===== src/rtl/rf_write_arbiter_if.sv =====
// Writeback bus between completing functional units and the register file write arbiter.
// Carries the per-requester valid/ready handshake and the two registered write ports.
interface rf_write_arbiter_if #(
  parameter int unsigned NUM_REQ    = 4,
  parameter int unsigned NUM_P_REGS = 64,
  parameter int unsigned WORD_SIZE  = 32
);
  localparam int unsigned PW = $clog2(NUM_P_REGS);

  logic [NUM_REQ-1:0]           req_valid;
  logic [NUM_REQ*PW-1:0]        req_dest;
  logic [NUM_REQ*WORD_SIZE-1:0] req_data;
  logic [NUM_REQ-1:0]           req_ready;

  logic                 reg_write0;
  logic [PW-1:0]        dest0;
  logic [WORD_SIZE-1:0] word0;
  logic                 reg_write1;
  logic [PW-1:0]        dest1;
  logic [WORD_SIZE-1:0] word1;

  // Requester / register-file side of the bus.
  modport master (
    output req_valid, req_dest, req_data,
    input  req_ready,
    input  reg_write0, dest0, word0, reg_write1, dest1, word1
  );

  // Arbiter side of the bus.
  modport slave (
    input  req_valid, req_dest, req_data,
    output req_ready,
    output reg_write0, dest0, word0, reg_write1, dest1, word1
  );
endinterface


===== src/rtl/rf_write_arbiter.sv =====
// Round-robin arbiter sharing two register file write ports among NUM_REQ writeback sources.
// Grants up to two requesters per cycle with distinct nonzero destinations; outputs are registered.
module rf_write_arbiter #(
  parameter int unsigned NUM_REQ    = 4,
  parameter int unsigned NUM_P_REGS = 64,
  parameter int unsigned WORD_SIZE  = 32,
  localparam int unsigned PW        = $clog2(NUM_P_REGS),
  localparam int unsigned RW        = $clog2(NUM_REQ)
) (
  input  logic              clk_i,
  input  logic              rst_n_i,
  input  logic              flush_i,
  input  logic              wb_stall_i,
  rf_write_arbiter_if.slave wb_if,
  output logic [RW-1:0]     rr_ptr_o
);

  logic [PW-1:0]        dest_arr [NUM_REQ];
  logic [WORD_SIZE-1:0] data_arr [NUM_REQ];

  logic [RW-1:0] rr_ptr_q, rr_ptr_d;
  logic [RW:0]   scan_sum;
  logic [RW-1:0] scan_idx;
  logic [RW-1:0] sel0, sel1, last_sel;
  logic          found0, found1;
  logic          grant_en, grant0, grant1;
  logic [NUM_REQ-1:0] ready_d;

  logic                 we0_q, we0_d, we1_q, we1_d;
  logic [PW-1:0]        dest0_q, dest0_d, dest1_q, dest1_d;
  logic [WORD_SIZE-1:0] word0_q, word0_d, word1_q, word1_d;

  always_comb begin
    for (int unsigned i = 0; i < NUM_REQ; i++) begin
      dest_arr[i] = wb_if.req_dest[i*PW +: PW];
      data_arr[i] = wb_if.req_data[i*WORD_SIZE +: WORD_SIZE];
    end
  end

  // Scan from rr_ptr with wrap; slot 1 skips requesters aliasing slot 0's nonzero destination.
  always_comb begin
    found0   = 1'b0;
    found1   = 1'b0;
    sel0     = '0;
    sel1     = '0;
    scan_sum = '0;
    scan_idx = '0;
    for (int unsigned k = 0; k < NUM_REQ; k++) begin
      scan_sum = {1'b0, rr_ptr_q} + (RW+1)'(k);
      if (scan_sum >= (RW+1)'(NUM_REQ)) begin
        scan_sum = scan_sum - (RW+1)'(NUM_REQ);
      end
      scan_idx = scan_sum[RW-1:0];
      if (wb_if.req_valid[scan_idx]) begin
        if (!found0) begin
          found0 = 1'b1;
          sel0   = scan_idx;
        end else if (!found1 && ((dest_arr[scan_idx] != dest_arr[sel0]) ||
                                 (dest_arr[scan_idx] == '0))) begin
          found1 = 1'b1;
          sel1   = scan_idx;
        end
      end
    end
  end

  always_comb begin
    grant_en = !flush_i && !wb_stall_i;
    grant0   = grant_en && found0;
    grant1   = grant_en && found1;

    ready_d = '0;
    if (grant0) ready_d[sel0] = 1'b1;
    if (grant1) ready_d[sel1] = 1'b1;

    last_sel = grant1 ? sel1 : sel0;
    rr_ptr_d = rr_ptr_q;
    if (grant0) begin
      rr_ptr_d = (last_sel == RW'(NUM_REQ - 1)) ? '0 : last_sel + RW'(1);
    end

    // p0 is never written: a dest-0 grant still consumes its slot but keeps the enable low.
    we0_d   = grant0 && (dest_arr[sel0] != '0);
    dest0_d = grant0 ? dest_arr[sel0] : '0;
    word0_d = grant0 ? data_arr[sel0] : '0;
    we1_d   = grant1 && (dest_arr[sel1] != '0);
    dest1_d = grant1 ? dest_arr[sel1] : '0;
    word1_d = grant1 ? data_arr[sel1] : '0;
  end

  always_ff @(posedge clk_i or negedge rst_n_i) begin
    if (!rst_n_i) begin
      rr_ptr_q <= '0;
      we0_q    <= 1'b0;
      dest0_q  <= '0;
      word0_q  <= '0;
      we1_q    <= 1'b0;
      dest1_q  <= '0;
      word1_q  <= '0;
    end else begin
      rr_ptr_q <= rr_ptr_d;
      we0_q    <= we0_d;
      dest0_q  <= dest0_d;
      word0_q  <= word0_d;
      we1_q    <= we1_d;
      dest1_q  <= dest1_d;
      word1_q  <= word1_d;
    end
  end

  assign wb_if.req_ready  = rst_n_i ? ready_d : '0;
  assign wb_if.reg_write0 = we0_q;
  assign wb_if.dest0      = dest0_q;
  assign wb_if.word0      = word0_q;
  assign wb_if.reg_write1 = we1_q;
  assign wb_if.dest1      = dest1_q;
  assign wb_if.word1      = word1_q;
  assign rr_ptr_o         = rr_ptr_q;

  a_no_dup_dest: assert property (@(posedge clk_i) disable iff (!rst_n_i)
    !(wb_if.reg_write0 && wb_if.reg_write1 && (wb_if.dest0 == wb_if.dest1)));

  a_ready_needs_valid: assert property (@(posedge clk_i) disable iff (!rst_n_i)
    ((wb_if.req_ready & ~wb_if.req_valid) == '0));

  a_at_most_two: assert property (@(posedge clk_i) disable iff (!rst_n_i)
    ($countones(wb_if.req_ready) <= 2));

endmodule


===== src/flat_wrapper.sv =====
// flat-port wrapper written by rule: the top's interface ports become plain ports
module rf_write_arbiter_flat 
#(
  parameter int unsigned NUM_REQ    = 4,
  parameter int unsigned NUM_P_REGS = 64,
  parameter int unsigned WORD_SIZE  = 32,
  localparam int unsigned PW        = $clog2(NUM_P_REGS),
  localparam int unsigned RW        = $clog2(NUM_REQ)
)
  (clk_i, rst_n_i, flush_i, wb_stall_i, rr_ptr_o, wb_if_req_valid, wb_if_req_dest, wb_if_req_data, wb_if_req_ready, wb_if_reg_write0, wb_if_dest0, wb_if_word0, wb_if_reg_write1, wb_if_dest1, wb_if_word1);
  rf_write_arbiter_if #(.NUM_REQ(NUM_REQ), .NUM_P_REGS(NUM_P_REGS), .WORD_SIZE(WORD_SIZE)) wb_if_i ();
  input  logic clk_i;
  input  logic rst_n_i;
  input  logic flush_i;
  input  logic wb_stall_i;
  output logic [RW-1:0] rr_ptr_o;
  input wire logic [$bits(wb_if_i.req_valid)-1:0] wb_if_req_valid;
  input wire logic [$bits(wb_if_i.req_dest)-1:0] wb_if_req_dest;
  input wire logic [$bits(wb_if_i.req_data)-1:0] wb_if_req_data;
  output wire logic [$bits(wb_if_i.req_ready)-1:0] wb_if_req_ready;
  output wire logic [$bits(wb_if_i.reg_write0)-1:0] wb_if_reg_write0;
  output wire logic [$bits(wb_if_i.dest0)-1:0] wb_if_dest0;
  output wire logic [$bits(wb_if_i.word0)-1:0] wb_if_word0;
  output wire logic [$bits(wb_if_i.reg_write1)-1:0] wb_if_reg_write1;
  output wire logic [$bits(wb_if_i.dest1)-1:0] wb_if_dest1;
  output wire logic [$bits(wb_if_i.word1)-1:0] wb_if_word1;
  assign wb_if_i.req_valid = wb_if_req_valid;
  assign wb_if_i.req_dest = wb_if_req_dest;
  assign wb_if_i.req_data = wb_if_req_data;
  assign wb_if_req_ready = wb_if_i.req_ready;
  assign wb_if_reg_write0 = wb_if_i.reg_write0;
  assign wb_if_dest0 = wb_if_i.dest0;
  assign wb_if_word0 = wb_if_i.word0;
  assign wb_if_reg_write1 = wb_if_i.reg_write1;
  assign wb_if_dest1 = wb_if_i.dest1;
  assign wb_if_word1 = wb_if_i.word1;
  rf_write_arbiter #(.NUM_REQ(NUM_REQ), .NUM_P_REGS(NUM_P_REGS), .WORD_SIZE(WORD_SIZE)) u_core (.clk_i(clk_i), .rst_n_i(rst_n_i), .flush_i(flush_i), .wb_stall_i(wb_stall_i), .wb_if(wb_if_i), .rr_ptr_o(rr_ptr_o));
endmodule

===== config.mk =====
export PLATFORM = sky130hd
export DESIGN_NAME = rf_write_arbiter_flat
export DESIGN_NICKNAME = d
export VERILOG_FILES = /design/src/rtl/rf_write_arbiter_if.sv /design/src/rtl/rf_write_arbiter.sv /design/src/flat_wrapper.sv
export SDC_FILE = /design/constraint.sdc
export NUM_CORES = 1
export LEC_CHECK = 0
export ABC_AREA = 1
export BUFFER_PORTS_ARGS = -buffer_cell sky130_fd_sc_hd__buf_2
export CORE_ASPECT_RATIO = 1.25
export CORE_MARGIN = 4
export CORE_UTILIZATION = 40
export DETAILED_ROUTE_END_ITERATION = 10
export PLACE_DENSITY = 0.78
export SETUP_SLACK_MARGIN = 0.02
export SLEW_MARGIN = 25
export SYNTH_ARGS = -nofsm -noshare
export SYNTH_HDL_FRONTEND = slang
export SYNTH_SLANG_ARGS = --single-unit

===== constraint.sdc =====
create_clock -name clk_i -period 4.1 [get_ports clk_i]
set_input_delay 0.615 -clock clk_i [delete_from_list [all_inputs] [get_ports clk_i]]
set_output_delay 0.615 -clock clk_i [all_outputs]
set_load 0.01 [all_outputs]

# After elaboration in Yosys (flattened, before gate mapping)
# Index checks and enable logic that the tools add are counted.
# op_classes
addsub,8
mul,0
div,0
magnitude_cmp,20
eq_ne,4
shift,0
muxes,84
n_bitwise,9
n_reduce_logical,21
# ops
cell,n
$mux W32,6
$bmux W32 S2,2
$mux W6,18
$bmux W6 S2,8
$mux W2,22
$ge A3 B3 Y1 const B,11
$not A2 Y3,8
$mux W1,19
$logic_not A6 Y1,3
$lt A2 B3 Y1 const B,6
$ne A6 B6 Y1,3
$mux W4,3
$reduce_bool A6 Y1,2
$logic_and A1 B1 Y1,9
$bmux W1 S2,4
$sub A2 B1 Y2 const B,4
$add A2 B2 Y3 const B,2
$demux W1 S2,2
$ge A2 B1 Y1 const B,2
$logic_not A1 Y1,4
$or A4 B4 Y4,1
$add A2 B1 Y3 const B,1
$ge A2 B3 Y1 const B,1
$logic_or A1 B1 Y1,3
2 further kinds,2
# totals
register_bits,80
latchBits,0
ram_bits,0
rom_bits,0
inputBits,160
out_inout_bits,84
word_cells,153
mem_count,0

# Logic depth before layout (Yosys ltp)
# logic_depth
ltp_word,31
mapped_depth,33
mapped_depth_nobuf,29

# Worst setup path after synthesis
# OpenSTA, ideal clock, no wires.
# synth_timing
path_kind,register -> output
startpoint,"reg u_core.rr_ptr_q[0], in the netlist u_core.rr_ptr_o[0]"
endpoint,out wb_if_req_ready[3]
arrival_time_ns,3.422
t_required_ns,3.485
setup_slack_ns,0.063
stages_incl_launch_ff,25
path_buffers,6
cell_sequence,dfrtp_1 buf_6 inv_4 buf_6 nand2_2 nand3_2 nand2_2 ha_1 clkbuf_1 clkbuf_1 o21ai_0 o21ai_0 xor2_1 nand2_1 nor2_1 nand2_1 nand3_1 inv_1 a21oi_2 nand3_1 nand2_2 buf_6 nand2_4 buf_4 a21oi_1
# synth_via
elab_chain_len,31
word_cells_on_any_way,105
cone_classes,7 x add/sub; 8 x order compare; 3 x eq/ne; 66 x mux; 7 x bitwise; 14 x reduce/logical
# synth_rtl
element,line,source
"start, declared",rf_write_arbiter.sv:21,"logic [RW-1:0] rr_ptr_q, rr_ptr_d;"
"start signal, assigned",rf_write_arbiter.sv:101,rr_ptr_q <= rr_ptr_d;
$ge A2 B3 Y1 / $sub A2 B1 Y2 (equally long branches),"rf_write_arbiter.sv:50, rf_write_arbiter.sv:51",
$mux W2,rf_write_arbiter.sv:50,if (scan_sum >= (RW+1)'(NUM_REQ)) begin
$bmux W1 S2,rf_write_arbiter.sv:54,if (wb_if.req_valid[scan_idx]) begin
$mux W1 (not written as such),rf_write_arbiter.sv:54,
$mux W2,rf_write_arbiter.sv:54,
$not A2 Y3 (not written as such),rf_write_arbiter.sv:58,end else if (!found1 && ((dest_arr[scan_idx] != dest_arr[sel0]) ||
$bmux W6 S2,rf_write_arbiter.sv:58,
$mux W6 (not written as such) (2 in series),rf_write_arbiter.sv:58,
[14 not listed],--,
$mux W2,rf_write_arbiter.sv:54,
$lt A2 B3 Y1 (not written as such) / $ge A2 B1 Y1 (equally long branches),rf_write_arbiter.sv:74,if (grant1) ready_d[sel1] = 1'b1;
$logic_and A1 B1 Y1 (not written as such),rf_write_arbiter.sv:74,
$mux W1 (not written as such),rf_write_arbiter.sv:74,
$demux W1 S2,--,
$or A4 B4 Y4 (no line),--,
$mux W4 *,rf_write_arbiter.sv:74,
$mux W4 *,rf_write_arbiter.sv:111,assign wb_if.req_ready = rst_n_i ? ready_d : '0;
"end, declared",flat_wrapper.sv:20,output wire logic [$bits(wb_if_i.req_ready)-1:0] wb_if_req_ready;
# Mark *: on every way between the ends. The rest lies on a longest branch, timed or not. The select of a mux whose other input is x is not followed.

# Worst setup path in the final report
# layout_timing
startpoint,"reg u_core.rr_ptr_q[0], in the netlist u_core.rr_ptr_o[0]"
endpoint,out wb_if_req_ready[1]
# Same word-level chain as after synthesis.

==> results.ini <==
[floorplan]
initial_utilization_pct=40.9
placeableCoreArea_um2=15100
rows=50
floorplan.die_area_um2=17500
number_of_i_o_pins=244
floorplan.die.height_um=147
die_w_um=119

[final_layout]
design.final.nets=1340
final-seq-area_um2=2000
area_growth_pct=40.6
drive_gt1_share_pct=36.4
most_frequent_cells_in_the_layout=240 x buf_2, 189 x nand2_1, 104 x nor2_1
multi_input_area_um2=3950
antennaDiodeCount=0
fillers=1424
layout.cells.most_common=buf_2

[clock_network]
ctsHoldBuffers=0
clock_latency_ps=330
cts-htree-levels=3
cts_sinks=80
clk_transition_reported_paths_ps=70
clock_tree_from_tritoncts=built
cts.path.max_buffers=2
tritoncts.num_buffers=9
cts-root-buf=clkbuf_16

[timing]
skew_ps=3.75
timing_max_transition_violations_final=0
upper_clock_frequency_limit_ghz=0.245
finalSetupViolations=0
max-slew-margin-rel_pct=48.8
rsz_0062_raised_after_global_routing=yes
fin_crit_sh_pct=99.6
fin_tns_setup_ps=0
min_period_ps=4090
tightest_slew_ps=768
timing_hold_violations_final=0

[global_route]
grt_pass1_wl_um=39300
groute.usage.overall_pct=28.2
grt_pass1_vias=7297
grt_remaining_overflow=0
grt_max_degree=61
number_of_antenna_violations_at_the_first_check_in_global_routing=0

[drt]
drc=0
detail-route-antenna-nets=0
drt_first_pass_iters=5
vias=8077
wl_per_cell_um=19.6
viasPerCell=5.80
detail_route.wirelength_um=27200
first_iter_violations=1158

[placement]
dp.final_hpwl_um=19400
io_buffers=243
gp_congestion=1.07

[logic_synthesis]
synth_seq_area_share_pct=32.4
postSynthAreaPerCell_um2=6.80
synthDistinctLibCells=37
synthesis.nets=1068
post_synth_instance_area_um2=6170
syn_inst=907
yosys_warnings=0
ys_seq_elements=80

[setup_path]
crit_path_start=u_core.rr_ptr_o[0]$_DFFE_PN0P_
path_max_fanout=20
timing.critical_path.to_type=output port
data_arrival_time_of_the_worst_path_ps=3470
crit-reg2reg-launch=u_core.rr_ptr_o[0]$_DFFE_PN0P_
required_ps=3480
timing.setup.critical_path_class=reg2out
setup.worst_path.start_class=register

[outcome]
run_status=finished, final reports clean

[min_path]
worst_hold_path_type=in2async

[run]
maxCapViolCount=0

-- area by class of cell --
class | instances | share of cell area [%]
Clock buffer | 10 | 2.64
Clock inverter | 6 | 1.33
Inverter | 66 | 3.00
Multi-Input combinational cell | 708 | 45.5
Sequential cell | 80 | 23.1
Tap cell | 208 | 3.00
Timing Repair Buffer | 314 | 21.4
-- per-stage QoR --
step                      std cells  hold WS [ps]  worst slack, ps  util, %  cell area [um^2]
final                          1392           176             14.6     57.5              8670
after global routing           1392           177             -188     57.5              8670
after CTS                      1357           173             25.7     53.1              8010
after detailed placement       1337           532             8.11     50.4              7590
after global placement         1337           536             77.4     50.4              7590
after floorplan                 907           319             62.9        -              6170
-- synthesized netlist by cell type, drive strengths merged --
cell    instances  area [um^2]
nand3          84          445
o21ai          90          458
a21o            1         7.51
a22oi           6         45.0
buf            44          304
nor3           42          210
dfrtp          80         2000
a21oi          11         58.8
a31oi           1         6.26
o221ai         32          280
o211ai          2         15.0
o22ai          69          432
nor2          109          425
or3             1         6.26
ha              1         12.5
o21bai          1         11.3
nand3b          4         30.0
xnor2           3         26.3
nand2         241         1040
inv            66          253
xor2            4         35.0
clkbuf         10         37.5
or2             1         6.26
nand4           4         25.0
-- what timing repair did --
action,in CTS,in global routing
endpoints found under the setup margin,4,22
gates resized for setup,11,99
gates cloned,0,2
buffers inserted,4,34
pin swaps,1,37
hold endpoints to repair,0,0
-- metal layers --
layer / share of wire [%] / global-route usage [%] / up-vias
met2: 47 / 46.7 / 580
li1: - / - / 3672
met5: 0 / 0 / -
met3: 11 / 6.97 / 119
met4: 6.5 / 14.8 / 0
met1: 35 / 33.6 / 3706
-- critical path, stage by stage (launching register included) --
cell and delay [ps]:
dfrtp_2 460, clkinv_4 130, buf_6 140, nand2_4 50, nand3_2 90, nand2_2 110, ha_4 160, buf_8 160
nand2_1 60, o21ai_0 80, nand2_1 70, o21ai_1 120, xor2_1 190, nand2_1 90, nor2_1 130, nand2_1 100
nand3_2 100, inv_1 90, nand2_1 80, nand2_1 60, nand2_2 80, nand2_4 80, nor2_4 150, nand2_2 60
a21oi_2 140, buf_4 150
-- kinds of logic (layout without fill, tap and decap cells) --
group                      after synthesis  after routing  synth area share (%)
AOI/OAI and AO/OA                      213            213                  21.3
xor gates and xnor gates                 7              7                 0.994
adders and majority gates                1              1                 0.203
buffers and inverters                  120            396                  9.63
DFF                                     80             80                  32.4
and+or+nand+nor                        486            487                  35.4
-- registers in the layout (all words and copies together) (netlist names) --
register	cells
u_core.wb_if.word0	32
u_core.wb_if.reg_write1	1
u_core.wb_if.reg_write0	1
u_core.wb_if.word1	32
u_core.rr_ptr_o	2
u_core.wb_if.dest1	6
u_core.wb_if.dest0	6
-- final timing paths --
path,cells past startpoint,slack [ps],endpoint
worst min register to register,2,680,u_core.rr_ptr_o[1]$_DFFE_PN0P_
min in group clk_i,3,570,u_core.wb_if.word0[17]$_DFF_PN0_
max in group asynchronous,2,2800,u_core.rr_ptr_o[0]$_DFFE_PN0P_
worst min-delay path,1,180,u_core.wb_if.word0[3]$_DFF_PN0_
worst max-delay path,25,10,wb_if_req_ready[1]
worst max register to register,27,80,u_core.wb_if.word1[28]$_DFF_PN0_
Power is not shown: default switching activity piles up to over one toggle a cycle in this logic, so the estimate is an artifact.
